==> config.mk <==
export PLATFORM = sky130hd
export DESIGN_NAME = wb_arbiter
export DESIGN_NICKNAME = d
export VERILOG_FILES = /design/src/rtl/wb_pkg.sv /design/src/rtl/wb_queue.sv /design/src/rtl/wb_arbiter.sv
export SDC_FILE = /design/constraint.sdc
export NUM_CORES = 1
export LEC_CHECK = 0
export ABC_CLOCK_PERIOD_IN_PS = 3300
export BUFFER_PORTS_ARGS = -buffer_cell sky130_fd_sc_hd__clkbuf_2
export CAP_MARGIN = 20
export CORE_MARGIN = 4
export CORE_UTILIZATION = 50
export CTS_CLUSTER_DIAMETER = 120
export DETAILED_ROUTE_END_ITERATION = 12
export PLACE_DENSITY = 0.79
export REMOVE_ABC_BUFFERS = 1
export SYNTH_ARGS = -nofsm -noshare
export SYNTH_HDL_FRONTEND = slang
export SYNTH_HIERARCHICAL = 1
export SYNTH_SLANG_ARGS = --single-unit
==> constraint.sdc <==
create_clock -name clk -period 3.3 [get_ports clk]
set_input_delay 0.33 -clock clk [delete_from_list [all_inputs] [get_ports clk]]
set_output_delay 0.33 -clock clk [all_outputs]
set_load 0.1 [all_outputs]
==> src/rtl/wb_pkg.sv <==
// Shared widths and queue-entry type for the register-file writeback arbiter.
package wb_pkg;

    localparam int unsigned ADDR_W = 5;
    localparam int unsigned DATA_W = 32;

    typedef struct packed {
        logic              valid;
        logic [ADDR_W-1:0] rd;
        logic [DATA_W-1:0] wd;
    } wb_entry_t;

endpackage

==> src/rtl/wb_queue.sv <==
// Long-latency writeback FIFO: newest-value-per-register tracking, kill on pipeline
// rd match, and up to two in-order drains into free register-file ports.
module wb_queue
    import wb_pkg::*;
#(
    parameter int unsigned ADDRESS_WIDTH = ADDR_W,
    parameter int unsigned DATA_WIDTH    = DATA_W,
    parameter int unsigned QDEPTH        = 2
) (
    input  logic                        clk,
    input  logic                        rst_n,
    input  logic                        enq,
    input  logic [ADDRESS_WIDTH-1:0]    enq_rd,
    input  logic [DATA_WIDTH-1:0]       enq_wd,
    input  logic                        kill1_en,
    input  logic [ADDRESS_WIDTH-1:0]    kill1_rd,
    input  logic                        kill2_en,
    input  logic [ADDRESS_WIDTH-1:0]    kill2_rd,
    input  logic [1:0]                  free_cnt,
    output logic                        not_full,
    output logic [2**ADDRESS_WIDTH-1:0] pend_mask,
    output logic                        wr_a_en,
    output logic [ADDRESS_WIDTH-1:0]    wr_a_rd,
    output logic [DATA_WIDTH-1:0]       wr_a_wd,
    output logic                        wr_b_en,
    output logic [ADDRESS_WIDTH-1:0]    wr_b_rd,
    output logic [DATA_WIDTH-1:0]       wr_b_wd
);

    localparam int unsigned PW = (QDEPTH > 1) ? $clog2(QDEPTH) : 1;
    localparam int unsigned CW = $clog2(QDEPTH + 1);

    wb_entry_t     mem_q [QDEPTH];
    wb_entry_t     mem_d [QDEPTH];
    logic [PW-1:0] rptr_q, rptr_d, wptr_q, wptr_d, rptr1;
    logic [CW-1:0] cnt_q, cnt_d;

    wb_entry_t h0, h1;
    logic      has0, has1, v0, v1, pop0, pop1, use0;
    logic [1:0] left;

    function automatic logic [PW-1:0] ptr_inc(input logic [PW-1:0] p);
        return (p == PW'(QDEPTH - 1)) ? '0 : p + PW'(1);
    endfunction

    function automatic logic hit(input logic [ADDRESS_WIDTH-1:0] rd,
                                 input logic k1, input logic [ADDRESS_WIDTH-1:0] r1,
                                 input logic k2, input logic [ADDRESS_WIDTH-1:0] r2);
        return (k1 && rd == r1) || (k2 && rd == r2);
    endfunction

    assign not_full = cnt_q < CW'(QDEPTH);
    assign rptr1    = ptr_inc(rptr_q);

    always_comb begin
        h0   = mem_q[rptr_q];
        h1   = mem_q[rptr1];
        has0 = cnt_q != '0;
        has1 = cnt_q > CW'(1);
        v0   = has0 && h0.valid && !hit(h0.rd, kill1_en, kill1_rd, kill2_en, kill2_rd);
        v1   = has1 && h1.valid && !hit(h1.rd, kill1_en, kill1_rd, kill2_en, kill2_rd);
        // Dead entries leave the head without needing a port.
        pop0 = has0 && (!v0 || free_cnt != 2'd0);
        use0 = v0 && pop0;
        left = free_cnt - {1'b0, use0};
        pop1 = pop0 && has1 && (!v1 || left != 2'd0);

        wr_a_en = 1'b0;
        wr_a_rd = '0;
        wr_a_wd = '0;
        wr_b_en = 1'b0;
        wr_b_rd = '0;
        wr_b_wd = '0;
        if (use0) begin
            wr_a_en = 1'b1;
            wr_a_rd = h0.rd;
            wr_a_wd = h0.wd;
        end
        if (v1 && pop1) begin
            if (use0) begin
                wr_b_en = 1'b1;
                wr_b_rd = h1.rd;
                wr_b_wd = h1.wd;
            end else begin
                wr_a_en = 1'b1;
                wr_a_rd = h1.rd;
                wr_a_wd = h1.wd;
            end
        end
    end

    always_comb begin
        for (int i = 0; i < QDEPTH; i++) begin
            mem_d[i] = mem_q[i];
            if (mem_q[i].valid &&
                (hit(mem_q[i].rd, kill1_en, kill1_rd, kill2_en, kill2_rd) ||
                 (enq && mem_q[i].rd == enq_rd))) begin
                mem_d[i].valid = 1'b0;
            end
        end
        if (pop0) mem_d[rptr_q].valid = 1'b0;
        if (pop1) mem_d[rptr1].valid  = 1'b0;
        if (enq) begin
            mem_d[wptr_q].valid = 1'b1;
            mem_d[wptr_q].rd    = enq_rd;
            mem_d[wptr_q].wd    = enq_wd;
        end
        rptr_d = pop1 ? ptr_inc(rptr1) : (pop0 ? rptr1 : rptr_q);
        wptr_d = enq ? ptr_inc(wptr_q) : wptr_q;
        cnt_d  = cnt_q + CW'(enq) - CW'(pop0) - CW'(pop1);
    end

    always_comb begin
        pend_mask = '0;
        for (int i = 0; i < QDEPTH; i++) begin
            if (mem_q[i].valid) pend_mask[mem_q[i].rd] = 1'b1;
        end
    end

    always_ff @(posedge clk or negedge rst_n) begin
        if (!rst_n) begin
            for (int i = 0; i < QDEPTH; i++) mem_q[i] <= '0;
            rptr_q <= '0;
            wptr_q <= '0;
            cnt_q  <= '0;
        end else begin
            for (int i = 0; i < QDEPTH; i++) mem_q[i] <= mem_d[i];
            rptr_q <= rptr_d;
            wptr_q <= wptr_d;
            cnt_q  <= cnt_d;
        end
    end

endmodule

==> src/rtl/wb_arbiter.sv <==
// Two-port register-file writeback arbiter: pipeline writes take priority, the
// long-latency queue fills whatever ports are left; all write ports registered.
module wb_arbiter
    import wb_pkg::*;
#(
    parameter int unsigned ADDRESS_WIDTH = ADDR_W,
    parameter int unsigned DATA_WIDTH    = DATA_W,
    parameter int unsigned QDEPTH        = 2
) (
    input  logic                        clk,
    input  logic                        rst_n,
    input  logic                        p1_we,
    input  logic [ADDRESS_WIDTH-1:0]    p1_rd,
    input  logic [DATA_WIDTH-1:0]       p1_wd,
    input  logic                        p2_we,
    input  logic [ADDRESS_WIDTH-1:0]    p2_rd,
    input  logic [DATA_WIDTH-1:0]       p2_wd,
    input  logic                        lu_valid,
    input  logic [ADDRESS_WIDTH-1:0]    lu_rd,
    input  logic [DATA_WIDTH-1:0]       lu_wd,
    output logic                        lu_ready,
    output logic                        WE3,
    output logic [ADDRESS_WIDTH-1:0]    AD3,
    output logic [DATA_WIDTH-1:0]       WD3,
    output logic                        WE6,
    output logic [ADDRESS_WIDTH-1:0]    AD6,
    output logic [DATA_WIDTH-1:0]       WD6,
    output logic [2**ADDRESS_WIDTH-1:0] pend_mask
);

    logic p1_eff, p2_eff, p1_use, lu_take, q_not_full;
    logic [1:0] free_cnt;
    logic                     wr_a_en, wr_b_en;
    logic [ADDRESS_WIDTH-1:0] wr_a_rd, wr_b_rd;
    logic [DATA_WIDTH-1:0]    wr_a_wd, wr_b_wd;

    logic                     we3_d, we3_q, we6_d, we6_q;
    logic [ADDRESS_WIDTH-1:0] ad3_d, ad3_q, ad6_d, ad6_q;
    logic [DATA_WIDTH-1:0]    wd3_d, wd3_q, wd6_d, wd6_q;

    assign p1_eff   = p1_we && (p1_rd != '0);
    assign p2_eff   = p2_we && (p2_rd != '0);
    // p2 is younger, so on an rd clash its value is the one that must survive.
    assign p1_use   = p1_eff && !(p2_eff && p1_rd == p2_rd);
    assign free_cnt = {1'b0, ~p1_use} + {1'b0, ~p2_eff};

    // Held low through reset so no offer is taken while the queue is being cleared.
    assign lu_ready = rst_n && q_not_full;
    assign lu_take  = lu_valid && lu_ready && (lu_rd != '0) &&
                      !(p1_eff && lu_rd == p1_rd) && !(p2_eff && lu_rd == p2_rd);

    wb_queue #(
        .ADDRESS_WIDTH (ADDRESS_WIDTH),
        .DATA_WIDTH    (DATA_WIDTH),
        .QDEPTH        (QDEPTH)
    ) u_queue (
        .clk       (clk),
        .rst_n     (rst_n),
        .enq       (lu_take),
        .enq_rd    (lu_rd),
        .enq_wd    (lu_wd),
        .kill1_en  (p1_eff),
        .kill1_rd  (p1_rd),
        .kill2_en  (p2_eff),
        .kill2_rd  (p2_rd),
        .free_cnt  (free_cnt),
        .not_full  (q_not_full),
        .pend_mask (pend_mask),
        .wr_a_en   (wr_a_en),
        .wr_a_rd   (wr_a_rd),
        .wr_a_wd   (wr_a_wd),
        .wr_b_en   (wr_b_en),
        .wr_b_rd   (wr_b_rd),
        .wr_b_wd   (wr_b_wd)
    );

    always_comb begin
        we3_d = 1'b0;
        ad3_d = '0;
        wd3_d = '0;
        we6_d = 1'b0;
        ad6_d = '0;
        wd6_d = '0;
        if (p1_use) begin
            we3_d = 1'b1;
            ad3_d = p1_rd;
            wd3_d = p1_wd;
        end else if (wr_a_en) begin
            we3_d = 1'b1;
            ad3_d = wr_a_rd;
            wd3_d = wr_a_wd;
        end
        if (p2_eff) begin
            we6_d = 1'b1;
            ad6_d = p2_rd;
            wd6_d = p2_wd;
        end else if (!p1_use && wr_b_en) begin
            we6_d = 1'b1;
            ad6_d = wr_b_rd;
            wd6_d = wr_b_wd;
        end else if (p1_use && wr_a_en) begin
            we6_d = 1'b1;
            ad6_d = wr_a_rd;
            wd6_d = wr_a_wd;
        end
    end

    always_ff @(posedge clk or negedge rst_n) begin
        if (!rst_n) begin
            we3_q <= 1'b0;
            ad3_q <= '0;
            wd3_q <= '0;
            we6_q <= 1'b0;
            ad6_q <= '0;
            wd6_q <= '0;
        end else begin
            we3_q <= we3_d;
            ad3_q <= ad3_d;
            wd3_q <= wd3_d;
            we6_q <= we6_d;
            ad6_q <= ad6_d;
            wd6_q <= wd6_d;
        end
    end

    assign WE3 = we3_q;
    assign AD3 = ad3_q;
    assign WD3 = wd3_q;
    assign WE6 = we6_q;
    assign AD6 = ad6_q;
    assign WD6 = wd6_q;

endmodule

==> tab_implementation.tex, run 1 <==
\begin{tabular}{lr}
\hline
Metric & Value \\
\hline
\multicolumn{2}{l}{\textbf{Clocking}} \\
Clock Pin Slew Worst Setup and Hold Paths & 0.06 ns \\
Cell at the root of the clock tree & clkbuf\_16 \\
H-tree levels & 4 \\
Number of buffers created by CTS & 17 \\
Latest clock arrival within the worst-skew pair & 0.42 ns \\
Max Root-Sink Buffers & 2 \\
Sinks on the clock net & 156 \\
TritonCTS clock tree & built \\
\multicolumn{2}{l}{\textbf{Timing}} \\
Setup Skew & 0.00861 ns \\
Worst hold slack after final layout & 0.112 ns \\
Minimum clock period & 3.23 ns \\
Final Setup Violations & 0 \\
Fmax & 310 MHz \\
Aggregate negative setup slack & 0 ns \\
Endpoints failing hold & 0 \\
Setup repair after global routing missed its margin & true \\
Final critical-path share of the clock period & 97.9\% \\
Slew @ Worst Pin & 0.917 ns \\
Total count of max-transition violations in the final report & 0 \\
Worst rel slew slack & 38.9\% \\
\multicolumn{2}{l}{\textbf{Setup path}} \\
Type of element capturing the critical path & flip-flop \\
Worst setup startpoint & u\_queue/rptr\_q\$\_DFFE\_PN0P\_ \\
Critical path's most frequent cell & buf\_4 \\
Category of the most critical setup path & flip-flop to flip-flop \\
Critical path cell sequence & clkbuf\_4 -> buf\_4 -> mux2\_1 -> o21ai\_0 -> and2\_1 -> a31oi\_1 -> buf\_4 -> a311oi\_4 -> buf\_12 -> nand2\_2 -> buf\_4 -> nor2\_1 -> nand3\_1 -> a31oi\_1 \\
Critical path data arrival time & 3.56 ns \\
Crit path launch type & flip-flop \\
Slowest-stage cell, CP & dfrtp\_4 \\
Required time of the critical path & 3.63 ns \\
Maximum net fanout on the critical path & 15 \\
Delay of the slowest critical-path stage & 0.49 ns \\
Reg2reg start & u\_queue/rptr\_q\$\_DFFE\_PN0P\_ \\
\multicolumn{2}{l}{\textbf{Die}} \\
Total core area & 19000 um\^{}2 \\
Chip width & 148 um \\
Number of placed I/O pins & 225 \\
Effective utilization at floorplan & 51.4\% \\
Die area & 21800 um\^{}2 \\
Vertical extent of the die & 148 um \\
Site row count & 50 \\
\multicolumn{2}{l}{\textbf{Routing}} \\
Avg Vias per Cell & 5.93 \\
Wirelength, routed & 29800 um \\
Number of DRC markers after the initial detailed-route iteration & 1114 \\
Routed wire per std cell & 18.8 um \\
Drt first pass iters & 6 \\
DRC violation count after routing & 0 \\
Number of vias in the routed layout & 9390 \\
Post-detailed-route count of antenna-violating nets & 0 \\
\multicolumn{2}{l}{\textbf{Cells and area}} \\
P\&R area growth vs syn & 26.5\% \\
Area of all placed cells without fillers & 12300 um\^{}2 \\
Filler cells & 1498 \\
Fraction of final layout cells with drive strength greater than 1 & 34.2\% \\
Top library cells by usage in the layout, fill and taps aside & 223 x clkbuf\_2, 165 x nand3\_1, 155 x dfrtp\_1 \\
Final Net Count & 1431 \\
Antenna diode count & 0 \\
Footprint of the multi-input gates & 5330 um\^{}2 \\
FF+latch area & 3910 um\^{}2 \\
Number of standard cells in the final layout excluding fillers & 1583 \\
Most common library cell in the layout ignoring fill and taps & clkbuf\_2 \\
\multicolumn{2}{l}{\textbf{Yosys}} \\
Netlist area before placement & 9740 um\^{}2 \\
Leading post-synthesis cells by cell area & dfrtp\_1 40\%, mux2\_2 8.7\%, nand3\_1 8.5\% \\
Count of different cell masters after synthesis & 47 \\
Cells after Synth & 1077 \\
Warnings from Yosys & 6 \\
Cell type contributing the most total cell area after synthesis & dfrtp\_1 \\
Number of flip-flops and latches in the synthesized netlist & 156 \\
Synthesized area per cell & 9.05 um\^{}2 \\
Synth top area share & 40.1\% \\
Share of the yosys chip area belonging to registers & 40.1\% \\
\multicolumn{2}{l}{\textbf{GRT}} \\
Wire length of the first global-routing pass & 46600 um \\
Antenna violations before repair & 1 \\
All-Layer GR Usage & 26.3\% \\
Vias in the first global route & 9179 \\
Maximum number of pins on one net before global-route repair & 72 \\
Grt total ovfl & 0 \\
\multicolumn{2}{l}{\textbf{Min path}} \\
Worst hold path type & primary input to flip-flop \\
Start point of the worst min-delay path & p1\_wd[22] \\
\multicolumn{2}{l}{\textbf{Outcome}} \\
Run status & finished clean \\
\multicolumn{2}{l}{\textbf{Placed design}} \\
Count of input and output buffers & 224 \\
Final HPWL DP & 19900 um \\
Post-Place Cell Area & 11500 um\^{}2 \\
Final weighted congestion in routability-driven placement & 0.914 \\
Placed cell count & 1540 \\
\multicolumn{2}{l}{\textbf{Power and ir drop}} \\
Overall Power & 10.5 mW \\
Static leakage & 5.51 nW \\
IR Drop Worst-Case VDD & 497 uV \\
Pwr per Cell Area & 849 nW/um\^{}2 \\
\multicolumn{2}{l}{\textbf{Flow run}} \\
Max Cap Viol & 0 \\
\hline
\end{tabular}
## report_power, final
group	total, mW	switching [mW]	internal, mW
Sequential	3.14	0.617	2.52
Combinational	5.37	3.34	2.03
Clock	1.96	0.775	1.18
## metrics by stage
| step | setup WS (ns) | utilization (%) |
|---|---|---|
| final | 0.0709 | 65.0 |
| after global routing | -0.0468 | 65.0 |
| after CTS | 0.0308 | 64.0 |
| after detailed placement | -0.244 | 60.9 |
| after global placement | -0.166 | 60.9 |
| after floorplan | -7.48 | - |
## sequential cells by signal (all words and copies together) (netlist names)
register and cells:
AD3 5, AD6 5, WD3 32, WD6 32, WE3 1, WE6 1, u_queue/cnt_q 2, u_queue/mem_q 76
u_queue/rptr_q 1, u_queue/wptr_q 1
## layout make-up
cell class              count  area share (%)
inverters                  45            1.37
flip-flops and latches    156            31.7
repair buffers            318            16.3
clock buffers              19            3.51
well taps                 260            2.64
multi-input cells         773            43.2
clock inverters            12            1.20
## path summary, 6_finish.rpt
kind	to	slack, ns	depth (start not counted)
setup / recovery	WD6[5]$_DFF_PN0_	0.07	14
hold / removal	WD3[22]$_DFF_PN0_	0.11	3
setup reg to reg	WD6[5]$_DFF_PN0_	0.07	14
hold reg to reg	u_queue/mem_q[7]$_DFFE_PN0P_	0.56	1
max in group asynchronous	u_queue/rptr_q$_DFFE_PN0P_	1.79	3
min in group asynchronous	WD3[3]$_DFF_PN0_	0.31	2
## cell usage after synthesis (all sizes together)
library cell  number
a21oi             39
a311oi             2
a31o               1
a31oi             41
a32oi             36
and2               4
and3               1
and3b              1
buf               34
clkbuf            69
dfrtp            156
fa                 1
ha                 3
inv               45
mux2              76
mux2i             79
nand2             86
nand2b             2
nand3            165
nand3b            14
nand4              5
nand4b             1
nor2              83
nor2b              1
nor3               2
nor4              12
o211ai             1
o21ai              3
o221ai             1
o22a               2
o22ai             32
o31ai              1
or2                1
or3                2
or3b               4
or4                3
xnor2             35
xor2              33
## worst max-delay path: cells and delay by family (launching register included)
kind	cells	cell delay, ns
simple gates	4	0.56
buf+inv	5	1.01
compound gates	4	0.80
mux	1	0.30
flops	1	0.49
## metal layers
layer	track usage, %	share of wire [%]	vias up	wire, um
met1	34.2	39	4448	11700
met5	0	0.044	-	13
met4	10.0	2.6	2	784
met2	41.9	47	557	14100
li1	-	-	4310	-
met3	7.48	11	73	3190
## timing repair
item,in CTS,in global routing
endpoints found under the hold margin,15,0
setup endpoints to repair,0,49
resized for setup,0,15
hold buffers,1,0
buffers inserted,0,10
## kinds of logic after synthesis
group / share of synthesized area, %
and+or+nand+nor: 18.9
buffers and inverters: 6.51
AOI/OAI and AO/OA: 10.9
DFF: 40.1
xor gates and xnor gates: 6.11
muxes: 16.9
adders and majority gates: 0.591
No activity file was read; power rests on OpenSTA's default activity.
==> inputs of run 2 (changes only) <==
--- a/config.mk
+++ b/config.mk
@@ -9,10 +9,11 @@
 export BUFFER_PORTS_ARGS = -buffer_cell sky130_fd_sc_hd__clkbuf_2
 export CAP_MARGIN = 20
 export CORE_MARGIN = 4
-export CORE_UTILIZATION = 50
+export CORE_UTILIZATION = 51
+export CTS_BUF_LIST = sky130_fd_sc_hd__clkbuf_2 sky130_fd_sc_hd__clkbuf_4 sky130_fd_sc_hd__clkbuf_8
 export CTS_CLUSTER_DIAMETER = 120
 export DETAILED_ROUTE_END_ITERATION = 12
-export PLACE_DENSITY = 0.79
+export PLACE_DENSITY = 0.8
 export REMOVE_ABC_BUFFERS = 1
 export SYNTH_ARGS = -nofsm -noshare
 export SYNTH_HDL_FRONTEND = slang
==> run 2 against run 1 <==
  * Global-route usage shrank 0.34 points
  * The run now ends with negative hold slack left
  * Critical endpoint is now WD6[6]$_DFF_PN0_
  * Final cell count down 2.6%
  * Combinational power decreased by 0.7%
  * Wire length shrank 3.7%
  * Register-to-register slack gained 0.09 ns
  * Largest cell class unchanged
  * Setup slack improved by 0.090 ns
  * Worst hold slack got worse by 0.12 ns
  * Sequential share of layout area increased by 0.76 points
  * Clock power decreased by 26%
  * Non-clock buffer count down 15
==> tab_implementation.tex, run 2 (same netlist as run 1, synthesis figures left out) <==
\begin{tabular}{lr}
\hline
Metric & Value \\
\hline
\multicolumn{2}{l}{\textbf{Outcome}} \\
Run status & finished with violations (was finished clean) \\
Violated checks & negative hold slack \\
\multicolumn{2}{l}{\textbf{Timing}} \\
Worst setup slack after layout & 0.161 ns (was 0.0709 ns) \\
Fmax & 319 MHz (was 310 MHz) \\
Worst hold slack after final layout & -0.00325 ns (was 0.112 ns) \\
Endpoints failing hold & 4 (was 0) \\
Final critical-path share of the clock period & 95.1\% (was 97.9\%) \\
Setup Skew & 0.0131 ns (was 0.00861 ns) \\
Final Setup Violations & 0 (unchanged) \\
Slew @ Worst Pin & 0.896 ns (was 0.917 ns) \\
Minimum clock period & 3.14 ns (was 3.23 ns) \\
Total count of max-transition violations in the final report & 0 (unchanged) \\
Worst rel slew slack & 40.3\% (was 38.9\%) \\
\multicolumn{2}{l}{\textbf{Placed design}} \\
Final HPWL DP & 19000 um (was 19900 um) \\
Count of input and output buffers & 224 (unchanged) \\
Final weighted congestion in routability-driven placement & 0.930 (was 0.914) \\
Setup WS pre-CTS & -0.261 ns (was -0.244 ns) \\
\multicolumn{2}{l}{\textbf{Flow run}} \\
Max Cap Viol & 0 (unchanged) \\
\multicolumn{2}{l}{\textbf{Routing}} \\
Routed wire per std cell & 18.6 um (was 18.8 um) \\
Number of vias in the routed layout & 9282 (was 9390) \\
Number of DRC markers after the initial detailed-route iteration & 978 (was 1114) \\
Post-detailed-route count of antenna-violating nets & 0 (unchanged) \\
Avg Vias per Cell & 6.02 (was 5.93) \\
DRC violation count after routing & 0 (unchanged) \\
Drt first pass iters & 6 (unchanged) \\
Wirelength, routed & 28700 um (was 29800 um) \\
\multicolumn{2}{l}{\textbf{Die}} \\
Total core area & 18800 um\^{}2 (was 19000 um\^{}2) \\
Vertical extent of the die & 146 um (was 148 um) \\
Number of placed I/O pins & 225 (unchanged) \\
Chip width & 146 um (was 148 um) \\
Die area & 21400 um\^{}2 (was 21800 um\^{}2) \\
Effective utilization at floorplan & 51.9\% (was 51.4\%) \\
Site row count & 50 (unchanged) \\
\multicolumn{2}{l}{\textbf{Setup path}} \\
Type of element capturing the critical path & flip-flop (unchanged) \\
Crit path launch type & flip-flop (unchanged) \\
Maximum net fanout on the critical path & 15 (unchanged) \\
Worst reg2reg endpoint & WD6[6]\$\_DFF\_PN0\_ (was WD6[5]\$\_DFF\_PN0\_) \\
Setup slack, reg-to-reg & 0.16 ns (was 0.07 ns) \\
Reg2reg start & u\_queue/rptr\_q\$\_DFFE\_PN0P\_ (unchanged) \\
Required time of the critical path & 3.67 ns (was 3.63 ns) \\
Critical path data arrival time & 3.51 ns (was 3.56 ns) \\
R2R depth & 12 (was 14) \\
Category of the most critical setup path & flip-flop to flip-flop (unchanged) \\
\multicolumn{2}{l}{\textbf{Min path}} \\
Worst hold path type & primary input to async pin (was primary input to flip-flop) \\
\multicolumn{2}{l}{\textbf{GRT}} \\
Wire length of the first global-routing pass & 45700 um (was 46600 um) \\
All-Layer GR Usage & 26.0\% (was 26.3\%) \\
Vias in the first global route & 9011 (was 9179) \\
Maximum number of pins on one net before global-route repair & 157 (was 72) \\
Antenna violations before repair & 1 (unchanged) \\
Grt total ovfl & 0 (unchanged) \\
\multicolumn{2}{l}{\textbf{Power and ir drop}} \\
Pwr per Cell Area & 823 nW/um\^{}2 (was 849 nW/um\^{}2) \\
Static leakage & 5.36 nW (was 5.51 nW) \\
IR Drop Worst-Case VDD & 447 uV (was 497 uV) \\
\multicolumn{2}{l}{\textbf{Clocking}} \\
TritonCTS clock tree & built (unchanged) \\
Cell at the root of the clock tree & clkbuf\_8 (was clkbuf\_16) \\
Number of hold buffers added after CTS & 0 (was 1) \\
Clock Pin Slew Worst Setup and Hold Paths & 0.08 ns (was 0.06 ns) \\
Number of buffers created by CTS & 17 (unchanged) \\
Max Root-Sink Buffers & 2 (unchanged) \\
Latest clock arrival within the worst-skew pair & 0.46 ns (was 0.42 ns) \\
H-tree levels & 4 (unchanged) \\
Sinks on the clock net & 156 (unchanged) \\
\multicolumn{2}{l}{\textbf{Cells and area}} \\
P\&R area growth vs syn & 23.5\% (was 26.5\%) \\
Post-layout utilization of the core & 64.1\% (was 65.0\%) \\
FF+latch area & 3910 um\^{}2 (unchanged) \\
Max reg flops & 76 (unchanged) \\
Footprint of the multi-input gates & 5320 um\^{}2 (was 5330 um\^{}2) \\
Top library cells by usage in the layout, fill and taps aside & 223 x clkbuf\_2, 165 x nand3\_1, 155 x dfrtp\_1 (unchanged) \\
Antenna diode count & 0 (unchanged) \\
Most common library cell in the layout ignoring fill and taps & clkbuf\_2 (unchanged) \\
Filler cells & 1485 (was 1498) \\
Fraction of final layout cells with drive strength greater than 1 & 33.6\% (was 34.2\%) \\
Register bank with the most flops & u\_queue/mem\_q (unchanged) \\
Final Net Count & 1416 (was 1431) \\
\hline
\end{tabular}
## run 2: changes by cell type in the layout (fill, tap and decap cells not counted), moves of 4 or more
cell and change:
clkbuf_16 -17, clkinv_2 -4, buf_4 -14, clkbuf_8 +20
a32oi_2 -5, a32oi_1 +5, buf_12 +4
## run 2: layer usage
metal | GRT usage [%] | routed length (um)
met1 | 33.6 | 11300
met5 | 0 | 18
met3 | 6.15 | 2750
met4 | 9.60 | 838
met2 | 42.7 | 13800
## run 2: cell type report
type                    instances  share of cell area (%)
inverters                      45                    1.40
multi-input cells             773                    44.2
flip-flops and latches        156                    32.5
repair buffers                303                    16.1
clock inverters                 9                   0.936
well taps                     234                    2.43
clock buffers                  22                    2.41
## run 2: worst max path at each step
stage,depth (start not counted),slack (ns),end,startpoint
final,12,0.16,WD6[6]$_DFF_PN0_,u_queue/rptr_q$_DFFE_PN0P_
after global routing,12,-0.05,u_queue/cnt_q[1]$_DFF_PN0_,u_queue/rptr_q$_DFFE_PN0P_
after CTS,11,0.1,u_queue/cnt_q[1]$_DFF_PN0_,u_queue/rptr_q$_DFFE_PN0P_
after detailed placement,14,-0.26,u_queue/cnt_q[1]$_DFF_PN0_,p2_rd[1]
after global placement,14,-0.21,u_queue/cnt_q[1]$_DFF_PN0_,p2_rd[1]
after floorplan,11,-7.48,AD6[0]$_DFF_PN0_,p2_rd[2]
## run 2: through the flow
stage,setup TNS (ns),power [mW],area [um^2],cells
after floorplan,-692.97,6.79,9280,974
after global placement,-5.55,8.00,11500,1506
after detailed placement,-12.20,8.18,11500,1506
after CTS,0,9.66,11900,1537
after global routing,-0.473,10.5,12000,1542
final,0,9.91,12000,1542
## run 2: power by group
group          switching (mW)  total (mW)  internal (mW)
Sequential              0.606        3.13           2.52
Combinational            3.30        5.33           2.03
Clock                   0.707        1.45          0.746
## run 2: repair_timing
action	in CTS	in global routing
buffers inserted	0	4
setup endpoints to repair	0	34
resized for setup	0	13
endpoints found under the hold margin	0	0
## run 2: worst max-delay path, cell delays in order (launching register included)
cell,delay (ns)
dfrtp_4,0.49
buf_12,0.15
mux2i_1,0.25
xnor2_1,0.15
nor4_2,0.35
nand3_1,0.20
a311oi_4,0.40
buf_12,0.22
buf_12,0.13
nand3_1,0.08
a32oi_1,0.27
nand3_1,0.11
a31oi_1,0.24
